==> src/rtl/mem_pkg.sv <==
// rtl/mem_pkg.sv - shared widths and copy-engine state encoding for the data memory path
package mem_pkg;

  localparam int ADDR_W    = 10;
  localparam int DATA_W    = 32;
  localparam int MEM_DEPTH = 1024;

  typedef enum logic [1:0] {
    IDLE  = 2'd0,
    READ  = 2'd1,
    WRITE = 2'd2,
    DONE  = 2'd3
  } copy_state_t;

endpackage

==> src/rtl/mem_copy_engine.sv <==
// rtl/mem_copy_engine.sv - block copy over the single-port data memory (optional fill: MEM_COPY_FILL_EN)
module mem_copy_engine #(
  parameter int ADDR_W = mem_pkg::ADDR_W,
  parameter int DATA_W = mem_pkg::DATA_W
) (
  input  logic              clk,
  input  logic              reset,
  input  logic              start,
  input  logic [ADDR_W-1:0] src_addr,
  input  logic [ADDR_W-1:0] dst_addr,
  input  logic [ADDR_W:0]   len,
`ifdef MEM_COPY_FILL_EN
  input  logic              fill,
  input  logic [DATA_W-1:0] fill_data,
`endif
  output logic              busy,
  output logic              done,
  output logic              mem_we,
  output logic [ADDR_W-1:0] mem_addr,
  output logic [DATA_W-1:0] mem_wdata,
  input  logic [DATA_W-1:0] mem_rdata
);

  import mem_pkg::*;

  copy_state_t       state, state_next;
  logic [ADDR_W-1:0] src_ptr, dst_ptr;
  logic [ADDR_W:0]   count;
  logic [DATA_W-1:0] data_reg;
  logic              fill_req;
  logic              fill_mode;
  logic              last_word;

`ifdef MEM_COPY_FILL_EN
  assign fill_req = fill;
`else
  assign fill_req  = 1'b0;
  assign fill_mode = 1'b0;
`endif

  assign last_word = (count == (ADDR_W+1)'(1));
  assign mem_wdata = data_reg;

  always_ff @(posedge clk or posedge reset) begin
    if (reset) state <= IDLE;
    else       state <= state_next;
  end

  // Outputs decode from state alone so an async reset drops mem_we at once.
  always_comb begin
    state_next = state;
    busy       = 1'b0;
    done       = 1'b0;
    mem_we     = 1'b0;
    mem_addr   = '0;
    case (state)
      IDLE: begin
        if (start) begin
          if (len == '0)    state_next = DONE;
          else if (fill_req) state_next = WRITE;
          else              state_next = READ;
        end
      end
      READ: begin
        busy       = 1'b1;
        mem_addr   = src_ptr;
        state_next = WRITE;
      end
      WRITE: begin
        busy     = 1'b1;
        mem_we   = 1'b1;
        mem_addr = dst_ptr;
        if (last_word)      state_next = DONE;
        else if (fill_mode) state_next = WRITE;
        else                state_next = READ;
      end
      DONE: begin
        done       = 1'b1;
        state_next = IDLE;
      end
      default: state_next = IDLE;
    endcase
  end

  always_ff @(posedge clk or posedge reset) begin
    if (reset) begin
      src_ptr  <= '0;
      dst_ptr  <= '0;
      count    <= '0;
      data_reg <= '0;
    end else begin
      case (state)
        IDLE: begin
          if (start) begin
            src_ptr <= src_addr;
            dst_ptr <= dst_addr;
            count   <= len;
`ifdef MEM_COPY_FILL_EN
            if (fill) data_reg <= fill_data;
`endif
          end
        end
        READ: data_reg <= mem_rdata;
        WRITE: begin
          src_ptr <= src_ptr + ADDR_W'(1);
          dst_ptr <= dst_ptr + ADDR_W'(1);
          count   <= count - (ADDR_W+1)'(1);
        end
        default: ;
      endcase
    end
  end

`ifdef MEM_COPY_FILL_EN
  always_ff @(posedge clk or posedge reset) begin
    if (reset)                    fill_mode <= 1'b0;
    else if (state == IDLE && start) fill_mode <= fill;
  end
`endif

endmodule

==> config.mk <==
export PLATFORM = sky130hd
export DESIGN_NAME = mem_copy_engine
export DESIGN_NICKNAME = d
export VERILOG_FILES = /design/src/rtl/mem_pkg.sv /design/src/rtl/mem_copy_engine.sv
export SDC_FILE = /design/constraint.sdc
export NUM_CORES = 1
export LEC_CHECK = 0
export CORE_ASPECT_RATIO = 0.7
export CORE_MARGIN = 4
export CORE_UTILIZATION = 41
export CTS_CLUSTER_DIAMETER = 30
export DETAILED_ROUTE_END_ITERATION = 6
export PLACE_DENSITY_LB_ADDON = 0.12
export REMOVE_ABC_BUFFERS = 1
export SLEW_MARGIN = 5
export SYNTH_ARGS = -nofsm -noshare
export SYNTH_HDL_FRONTEND = slang
export SYNTH_SLANG_ARGS = --single-unit
==> constraint.sdc <==
create_clock -name clk -period 2.7 [get_ports clk]
set_input_delay 0.81 -clock clk [delete_from_list [all_inputs] [get_ports clk]]
set_output_delay 0.81 -clock clk [all_outputs]
set_load 0.05 [all_outputs]
==> results of run 1 <==
==> power by group through the flow <==
| stage | Clock, mW | Sequential [mW] | Combinational, mW |
|---|---|---|---|
| 3_5_place_dp | 0 | 1.96 | 4.52 |
| 3_3_place_gp | 0 | 1.93 | 4.45 |
| 4_1_cts | 1.18 | 1.97 | 4.57 |
| 6_report | 1.15 | 1.98 | 4.66 |
| 5_1_grt | 1.23 | 2.05 | 4.97 |
| 2_1_floorplan | 0 | 2.74 | 2.07 |
==> final timing paths <==
| check | from | endpoint | slack, ns | cells past startpoint |
|---|---|---|---|---|
| setup / recovery | state[1]$_DFFE_PP0P_ | mem_addr[9] | 0.10 | 4 |
| hold / removal | mem_wdata[21]$_DFFE_PP0N_ | mem_wdata[21]$_DFFE_PP0N_ | 0.51 | 1 |
| setup reg to reg | state[0]$_DFFE_PP0P_ | count[8]$_DFFE_PP0P_ | 0.53 | 7 |
| hold reg to reg | mem_wdata[21]$_DFFE_PP0N_ | mem_wdata[21]$_DFFE_PP0N_ | 0.51 | 1 |
| max in group asynchronous | reset | dst_ptr[8]$_DFFE_PP0P_ | 1.35 | 3 |
| min in group asynchronous | reset | mem_wdata[13]$_DFFE_PP0N_ | 0.76 | 2 |
==> per-layer routing <==
layer | track usage | wire [um] | up-vias
met5 | 0 | 0 | -
met4 | 0.0510 | 105 | 0
met3 | 0.124 | 1130 | 12
met2 | 0.301 | 4230 | 119
met1 | 0.247 | 4110 | 1451
li1 | - | - | 1440
==> flip-flops by register name, summed over array words and instances (netlist names) <==
register / cells
dst_ptr: 10
count: 11
src_ptr: 10
state: 2
mem_wdata: 32
==> cells in the final DEF (no fill, tap or decap), types with 3 or more instances in the layout <==
master,count
a21boi_2,3
dfrtp_1,65
a2bb2oi_1,4
buf_4,18
nor2_1,13
a22oi_1,8
o22ai_1,15
o22a_1,3
and3_1,3
nor3b_1,3
nor2b_1,7
buf_12,12
clkbuf_16,9
and4_1,3
nor4_1,3
mux2_2,33
ha_1,5
inv_1,5
mux2i_1,9
o21ai_0,13
a21oi_1,29
clkdlybuf4s50_1,98
nand4_1,9
nand3_1,15
nand2_1,20
o21ai_1,4
nand2b_1,4
==> kinds of logic (layout without fill, tap and decap cells) <==
group	Yosys count	count (layout)	synth area share
simple gates	92	92	0.154
compound gates	89	89	0.163
flops	65	65	0.481
buf+inv	27	151	0.0355
mux	42	42	0.137
fa+ha+maj	8	8	0.0296
==> area by class of cell <==
| cell class | instances | area, um^2 |
|---|---|---|
| clock buffer | 10 | 229 |
| clock inverter | 6 | 67.6 |
| fill | 619 | 2830 |
| inverter | 7 | 26.3 |
| multi-input combinational | 231 | 1680 |
| sequential | 65 | 1630 |
| tap | 101 | 126 |
| timing repair buffer | 128 | 1360 |
==> worst max-delay path: stages, from the launching register on <==
cell	delay, ns
dfrtp_1	0.43
inv_1	0.12
ha_2	0.47
nor2b_1	0.27
buf_12	0.17
==> per-stage QoR <==
| step | cell area, um^2 | power [mW] | utilization |
|---|---|---|---|
| 6_report | 5110 | 7.79 | 0.644 |
| 3_3_place_gp | 4730 | 6.39 | 0.596 |
| 4_1_cts | 5040 | 7.72 | 0.635 |
| 2_1_floorplan | 3290 | 4.81 | - |
| 5_1_grt | 5110 | 8.25 | 0.644 |
| 3_5_place_dp | 4730 | 6.49 | 0.596 |
==> timing repair <==
action / in CTS / in global routing
cloned: 0 / 0
endpoints found under the setup margin: 7 / 9
setup buffers: 0 / 6
resized for setup: 2 / 10
==> reports/metrics.cfg, run 1 <==
[route]
wl_per_cell_um=17.5
vias=3022
ant_nets=0
dr.first_iter.drc_count=184
drt-total-wl_um=9570
drtPass1Iterations=4
post-route-drc-count=0
avgViaCountPerCell=5.51

[cts]
clock_sinks=65
cts_tree=done
root_buffer=clkbuf_16
h-tree-depth=3
cts.clk_slew.worst_paths_ns=0.06
numCtsBuffers=9
ctsHoldBuffers=0
clockBufferDepth=2
insertion_delay_ns=0.33

[timing]
rsz0062_at_grt=false
tns_ns=0
whs_ns=0.505
period_share=0.962
drv_slew=0
relSlewSlack=0.497
layout_setup_ws_ns=0.104
max_freq_mhz=385
hold_violations=0
fin_skew_ns=0.00451
worstMarginPinSlew_ns=0.748
min_period_ns=2.60
setup_viol=0

[power]
comb_power_share=0.599
ir_drop_uv=907
switching_share=0.463
p_sw_mw=3.61
clkPwrFrac=0.148
intPower_mw=4.19
pwr-share-seq=0.254
p_leak_nw=2.04
powerDensity_nw_per_um2=1520

[cells_and_area]
area_growth_syn_to_layout_pct=51.1
n_antenna_cell=0
nets=516
layout-drive-gt1-share=0.208
final_cells=548

[floorplanning]
io_pins=111
dieArea_um2=9790
num_rows=27
die_h_um=84.0
coreArea_um2=7940
start_util=0.426
fp.dieW_um=117

[logic_synthesis]
ys_ff_latch=65
synth_top_area_cell=dfrtp_1
ys.flop_type=dfrtp_1
ys_types=43
synth_edf_count=0
yosysMostFrequentCell=dfrtp_1
yosysSeqAreaShare=0.481
yosysWarnings=0
synth_commonest_cells=dfrtp_1, mux2_2, a21oi_1, nand2_1
yosys.area.top_type_share=0.481
syn_avg_cell_area_um2=10.5
synth_area_um2=3380
async_flop_share=1.00
synth_area_leaders=dfrtp_1, mux2_2, a21oi_1
netlist_instances=323

[grt]
overflow=0
grt_usage=0.202
grt_first_pass_wirelength_um=15500
grt_max_degree=54
grt_pass1_vias=3185
grt_antenna_before_repair=0

[setup_path]
path_class=reg -> out
start_kind=register
critPathRequiredTime_ns=1.89
arrival_ns=1.79
cp_max_fo=11
end_kind=output port

[worst_hold_path]
hold_class=reg -> reg

[place]
dpl.hpwl_um=6720
dp.cells=526
io_buffer_count=110
dp_slack_ns=0.300
gp_congestion=0.785

[outcome]
status=finished, final reports clean

[flow_run]
cap_violations=0

No activity file was read; power rests on OpenSTA's default activity.
==> inputs of run 2 (changes only) <==
--- a/config.mk
+++ b/config.mk
@@ -6,4 +6,5 @@
 export NUM_CORES = 1
 export LEC_CHECK = 0
+export ABC_AREA = 1
 export CORE_ASPECT_RATIO = 0.7
 export CORE_MARGIN = 4
==> constraint.sdc (replaced) <==
create_clock -name clk -period 2.29 [get_ports clk]
set_input_delay 0.687 -clock clk [delete_from_list [all_inputs] [get_ports clk]]
set_output_delay 0.687 -clock clk [all_outputs]
set_load 0.02 [all_outputs]
==> run 2 against run 1 <==
Sequential share of layout area is 2.1 points lower; clock power up 37%; register-to-register slack worse by 0.10 ns; area after synthesis is 8.2% higher; utilization decreased by 0.69 points; sequential power fell by 40%; largest cell class unchanged; combinational power shrank 94%; worst hold slack worse by 0.038 ns; synthesized cell count up 62%; critical path type unchanged; first-iteration DRC count rose by 52%; critical endpoint is now mem_addr[6].
==> reports/metrics.cfg, run 2 <==
[logic_synthesis]
synth_top_area_cell=dfrtp_1
ys.flop_type=dfrtp_1
netlist_instances=524  ; +62%
synth_edf_count=0  ; unchanged
syn_avg_cell_area_um2=6.98  ; -33%
yosys.area.top_type_share=0.445  ; -0.0364
synth_area_um2=3660  ; +8.2%
synth_area_leaders=dfrtp_1, nand2_1, nor2_1
yosysMostFrequentCell=nand2_1
synth_commonest_cells=nand2_1, dfrtp_1, nor2_1, inv_1
async_flop_share=1.00  ; unchanged
yosysWarnings=0  ; unchanged
ys_ff_latch=65  ; unchanged
ys_types=28  ; -35%
yosysSeqAreaShare=0.445  ; -0.0364

[power]
switching_share=0.203  ; -0.260
clkPwrFrac=0.516  ; +0.368
p_leak_nw=2.57  ; +26%
powerDensity_nw_per_um2=560  ; -63%
p_sw_mw=0.621  ; -83%
ir_drop_uv=362  ; -60%
intPower_mw=2.44  ; -42%
pwr-share-seq=0.389  ; +0.135
p_total_mw=3.06  ; -61%
comb_power_share=0.095  ; -0.504

[floorplanning]
coreArea_um2=8580  ; +8.1%
io_pins=111  ; unchanged
die_h_um=87.0  ; +3.6%
num_rows=28  ; +3.7%
fp.dieW_um=121  ; +3.7%
dieArea_um2=10500  ; +7.5%
start_util=0.426  ; about the same

[place]
placed_area_um2=5040  ; +6.5%
io_buffer_count=110  ; unchanged
gp_congestion=0.872  ; +11%
dpl.hpwl_um=7930  ; +18%
dp_slack_ns=-0.150  ; -0.450 ns

[route]
wl_met2_um=5010  ; +19%
dr.first_iter.drc_count=280  ; +52%
post-route-drc-count=0  ; unchanged
ant_nets=0  ; unchanged
top_layer=met4
vias=3797  ; +26%
wl_per_cell_um=13.7  ; -22%
avgViaCountPerCell=4.90  ; -11%
route.met3.wl_um=650  ; -42%
routedLengthMet1_um=4820  ; +17%
drt-total-wl_um=10600  ; +11%
drtPass1Iterations=5  ; +1

[cells_and_area]
layout-drive-gt1-share=0.116  ; -0.0920
area_growth_syn_to_layout_pct=49.4
design_area_um2=5470  ; +7.0%
final_util=0.637  ; -0.00693
nets=724  ; +40%
largest_reg_flops=32  ; unchanged
n_antenna_cell=0  ; unchanged
final_common_cell=nand2_1
final_cell_mix=nand2_1, clkdlybuf4s50_1, dfrtp_1

[outcome]
status=finished, final reports clean

[timing]
drv_slew=0  ; unchanged
max_freq_mhz=447
period_share=0.977
hold_violations=0  ; unchanged
relSlewSlack=0.725  ; +0.228
fin_skew_ns=0.00595  ; +0.00144 ns
layout_setup_ws_ns=0.0535  ; -0.0502 ns
setup_viol=0  ; unchanged
min_period_ns=2.24
worstMarginPinSlew_ns=0.412  ; -0.336 ns

[setup_path]
r2r-start=state[0]$_DFFE_PP0P_
start_kind=register
critPathSlowestCell=dfrtp_1
path_depth=6  ; +2
critPathRequiredTime_ns=1.60  ; -0.29 ns
arrival_ns=1.55  ; -0.24 ns
path_buf_inv=4  ; +2
r2r_cells=9  ; +2
path_delay_family=buffers and inverters
worstPathCellList=inv_2 > ha_4 > clkinv_1 > buf_4 > a21oi_2 > buf_6
reg2reg_to=state[1]$_DFFE_PP0P_
slowest_delay_ns=0.36  ; -0.11 ns
rrSetupSlack_ns=0.43  ; -0.10 ns
cp_max_fo=4  ; -7
end_kind=output port
path_class=reg -> out

[cts]
clock_sinks=65  ; unchanged
root_buffer=clkbuf_16
numCtsBuffers=9  ; unchanged
ctsHoldBuffers=0  ; unchanged
insertion_delay_ns=0.33  ; about the same
clockBufferDepth=2  ; unchanged
cts_tree=done
h-tree-depth=3  ; unchanged
cts.clk_slew.worst_paths_ns=0.06  ; about the same

[worst_hold_path]
hold_class=reg -> reg
min_from=mem_wdata[8]$_DFFE_PP0N_
hold_depth=2  ; +1
hold_end=mem_wdata[8]$_DFFE_PP0N_

[grt]
overflow=0  ; unchanged
grt_first_pass_wirelength_um=17600  ; +14%
grt_usage=0.211  ; +0.00848
grt_pass1_vias=3732  ; +17%
grt_max_degree=34  ; -37%
grt_antenna_before_repair=0  ; unchanged

[flow_run]
cap_violations=0  ; unchanged

-- run 2: cell type report --
type / instances / area, um^2
Clock buffer: 11 / 243
Clock inverter: 5 / 103
Fill cell: 794 / 3120
Inverter: 43 / 161
Multi-Input combinational cell: 393 / 1820
Sequential cell: 65 / 1630
Tap cell: 120 / 150
Timing Repair Buffer: 138 / 1370
-- run 2: worst min-delay path: stages, from the launching register on --
cell	delay [ns]
dfrtp_1	0.34
nand2_1	0.05
nand2_1	0.05
-- run 2: how the worst max path moves through the flow --
| stage | end | startpoint | slack [ns] |
|---|---|---|---|
| detailed placement | mem_addr[6] | state[1]$_DFFE_PP0P_ | -0.15 |
| floorplan | mem_addr[5] | state[0]$_DFFE_PP0P_ | -0.63 |
| global route | mem_addr[7] | state[0]$_DFFE_PP0P_ | -0.01 |
| global placement | mem_addr[7] | state[1]$_DFFE_PP0P_ | -0.09 |
| finish | mem_addr[6] | state[0]$_DFFE_PP0P_ | 0.05 |
| CTS | mem_addr[6] | state[1]$_DFFE_PP0P_ | 0.007 |
-- run 2: metal layers --
metal  GRT usage  up-vias
met5           0        -
met4      0.0607        0
met3      0.0571       11
met2       0.331      115
met1       0.287     1763
li1            -     1908
-- run 2: power by group through the flow --
stage | Sequential [mW] | Clock, mW | Combinational [mW]
after floorplan | 1.25 | 0 | 0.0544
after global placement | 1.21 | 0 | 0.292
after detailed placement | 1.21 | 0 | 0.294
after CTS | 1.19 | 1.62 | 0.295
after global routing | 1.20 | 1.67 | 0.312
final | 1.19 | 1.58 | 0.290
-- run 2: timing repair --
item,CTS,global route
endpoints found under the setup margin,13,10
pin swaps,4,5
gates resized for setup,55,18
setup buffers,1,3
-- run 2: stage by stage --
| stage | setup TNS, ns | instances | hold WS (ns) |
|---|---|---|---|
| floorplan | -17.86 | 501 | 0.470 |
| global placement | -0.675 | 756 | 0.452 |
| detailed placement | -1.18 | 756 | 0.459 |
| CTS | 0 | 773 | 0.473 |
| global route | -0.0515 | 775 | 0.498 |
| finish | 0 | 775 | 0.468 |
-- run 2: logic make-up (layout without fill, tap and decap cells) --
family                     Yosys count  after routing  synth area share
adders and majority gates            8              8            0.0274
buffers and inverters               66            197            0.0776
AOI/OAI and AO/OA                   68             68             0.104
DFF                                 65             65             0.445
and+or+nand+nor                    317            317             0.347
==> inputs of run 3 (changes only) <==
GPL_TIMING_DRIVEN = 0   (was unset)
==> run 3 against run 2 <==
Power shrank 7.0%; worst setup slack lost 0.024 ns; via count shrank 1.1%; wire length grew 6.3%; largest cell class unchanged; critical path depth shrank 1; clock power shrank 13%; non-clock buffer count shrank 13; worst hold slack gained 0.0012 ns.
==> reports/metrics.cfg, run 3 (synthesis gave the netlist of run 2 again) <==
[route]
dr.first_iter.drc_count=232  ; -17%
ant_nets=0  ; unchanged
drtPass1Iterations=5  ; unchanged
wl_per_cell_um=14.8  ; +8.1%
drt-total-wl_um=11300  ; +6.3%
avgViaCountPerCell=4.93  ; +0.55%
vias=3754  ; -1.1%
post-route-drc-count=0  ; unchanged

[cells_and_area]
final_util=0.620  ; -0.0168
layout-drive-gt1-share=0.0950  ; -0.0210
area_growth_syn_to_layout_pct=45.5
multi_input_area_um2=1800  ; -0.62%
nets=712  ; -1.7%
final_cell_mix=nand2_1, clkdlybuf4s50_1, dfrtp_1
n_antenna_cell=0  ; unchanged
final_cells=762  ; -1.7%
design_area_um2=5320  ; -2.6%
fill_cells=779  ; -1.9%
largest_reg_flops=32  ; unchanged
seqCellArea_um2=1630  ; unchanged
final_common_cell=nand2_1

[floorplanning]
num_rows=28  ; unchanged
dieArea_um2=10500  ; unchanged
start_util=0.426  ; unchanged
io_pins=111  ; unchanged
coreArea_um2=8580  ; unchanged
die_h_um=87.0  ; unchanged
fp.dieW_um=121  ; unchanged

[setup_path]
cp_max_fo=4  ; unchanged
end_kind=output port
critPathRequiredTime_ns=1.60  ; about the same
path_class=reg -> out
arrival_ns=1.57  ; +0.02 ns
start_kind=register

[place]
gp_congestion=0.879  ; +0.81%
dp.cells=732  ; -3.2%
io_buffer_count=110  ; unchanged
placed_area_um2=4810  ; -4.5%
dpl.hpwl_um=7130  ; -10%

[grt]
grt_usage=0.223  ; +0.0124
grt_pass1_vias=3726  ; -0.16%
grt_first_pass_wirelength_um=18400  ; +4.1%
grt_antenna_before_repair=0  ; unchanged
overflow=0  ; unchanged
grt_max_degree=66  ; +94%

[timing]
setup_viol=0  ; unchanged
hold_violations=0  ; unchanged
min_period_ns=2.26  ; +0.0243 ns
max_freq_mhz=442  ; -1.1%
relSlewSlack=0.311  ; -0.414
whs_ns=0.469  ; +0.00117 ns
drv_slew=0  ; unchanged
rsz0062_at_grt=false
period_share=0.987  ; +0.0106
worstMarginPinSlew_ns=1.03  ; +0.620 ns
fin_skew_ns=0.00456  ; -0.00140 ns

[cts]
insertion_delay_ns=0.34  ; about the same
cts.clk_slew.worst_paths_ns=0.05  ; about the same
clockBufferDepth=2  ; unchanged
clock_sinks=65  ; unchanged
cts_tree=done
h-tree-depth=3  ; unchanged
root_buffer=clkbuf_16
numCtsBuffers=9  ; unchanged
ctsHoldBuffers=0  ; unchanged

[flow_run]
cap_violations=0  ; unchanged

[outcome]
status=finished, final reports clean

[power]
p_leak_nw=2.49  ; -3.2%
powerDensity_nw_per_um2=535  ; -4.5%
p_total_mw=2.85  ; -7.0%
ir_drop_uv=405  ; +12%

[worst_hold_path]
hold_class=reg -> reg

==> run 3: worst paths after layout <==
kind | from | to | slack (ns) | cells past startpoint
worst min register to register | mem_wdata[25]$_DFFE_PP0N_ | mem_wdata[25]$_DFFE_PP0N_ | 0.47 | 2
worst max register to register | state[0]$_DFFE_PP0P_ | state[1]$_DFFE_PP0P_ | 0.22 | 7
min in group asynchronous | reset | count[0]$_DFFE_PP0P_ | 0.88 | 2
worst max-delay path | state[1]$_DFFE_PP0P_ | mem_we | 0.03 | 5
worst min-delay path | mem_wdata[25]$_DFFE_PP0N_ | mem_wdata[25]$_DFFE_PP0N_ | 0.47 | 2
max in group asynchronous | reset | mem_wdata[23]$_DFFE_PP0N_ | 0.87 | 2
==> run 3: per-stage QoR <==
| step | setup TNS [ns] | setup slack [ns] |
|---|---|---|
| after global routing | 0 | 0.00329 |
| final | 0 | 0.0292 |
| after floorplan | -17.86 | -0.627 |
| after CTS | 0 | 0.00302 |
| after detailed placement | -14.52 | -0.633 |
| after global placement | -162.61 | -1.46 |
==> run 3: what timing repair did <==
action,4_1_cts,5_1_grt
pin swaps,3,2
endpoints found under the setup margin,66,12
cloned,3,0
resized for setup,56,10
setup buffers,9,3
==> run 3: per-layer routing <==
layer	vias to the layer above	global-route usage	wire [um]
met3	16	0.0688	813
met4	0	0.0638	164
li1	1879	-	-
met5	-	0	0
met1	1738	0.303	5100
met2	121	0.346	5190
==> run 3: worst max-delay path, cell delays in order, from the launching register on <==
cell             delay [ns]
dfrtp_1                0.41
buf_6                  0.14
ha_4                   0.16
buf_4                  0.16
buf_12                 0.12
clkdlybuf4s15_2        0.24
==> run 3: report_power, final <==
group / switching [mW] / internal, mW
Clock: 0.501 / 0.875
Combinational: 0.115 / 0.164
Sequential: 0.0151 / 1.18
==> run 3: final cells by class <==
cell class                 count  share of cell area
tap                          120              0.0282
clock buffer                  14              0.0552
inverter                      43              0.0322
sequential                    65               0.306
multi-input combinational    394               0.339
clock inverter                 1             0.00141
timing repair buffer         125               0.238
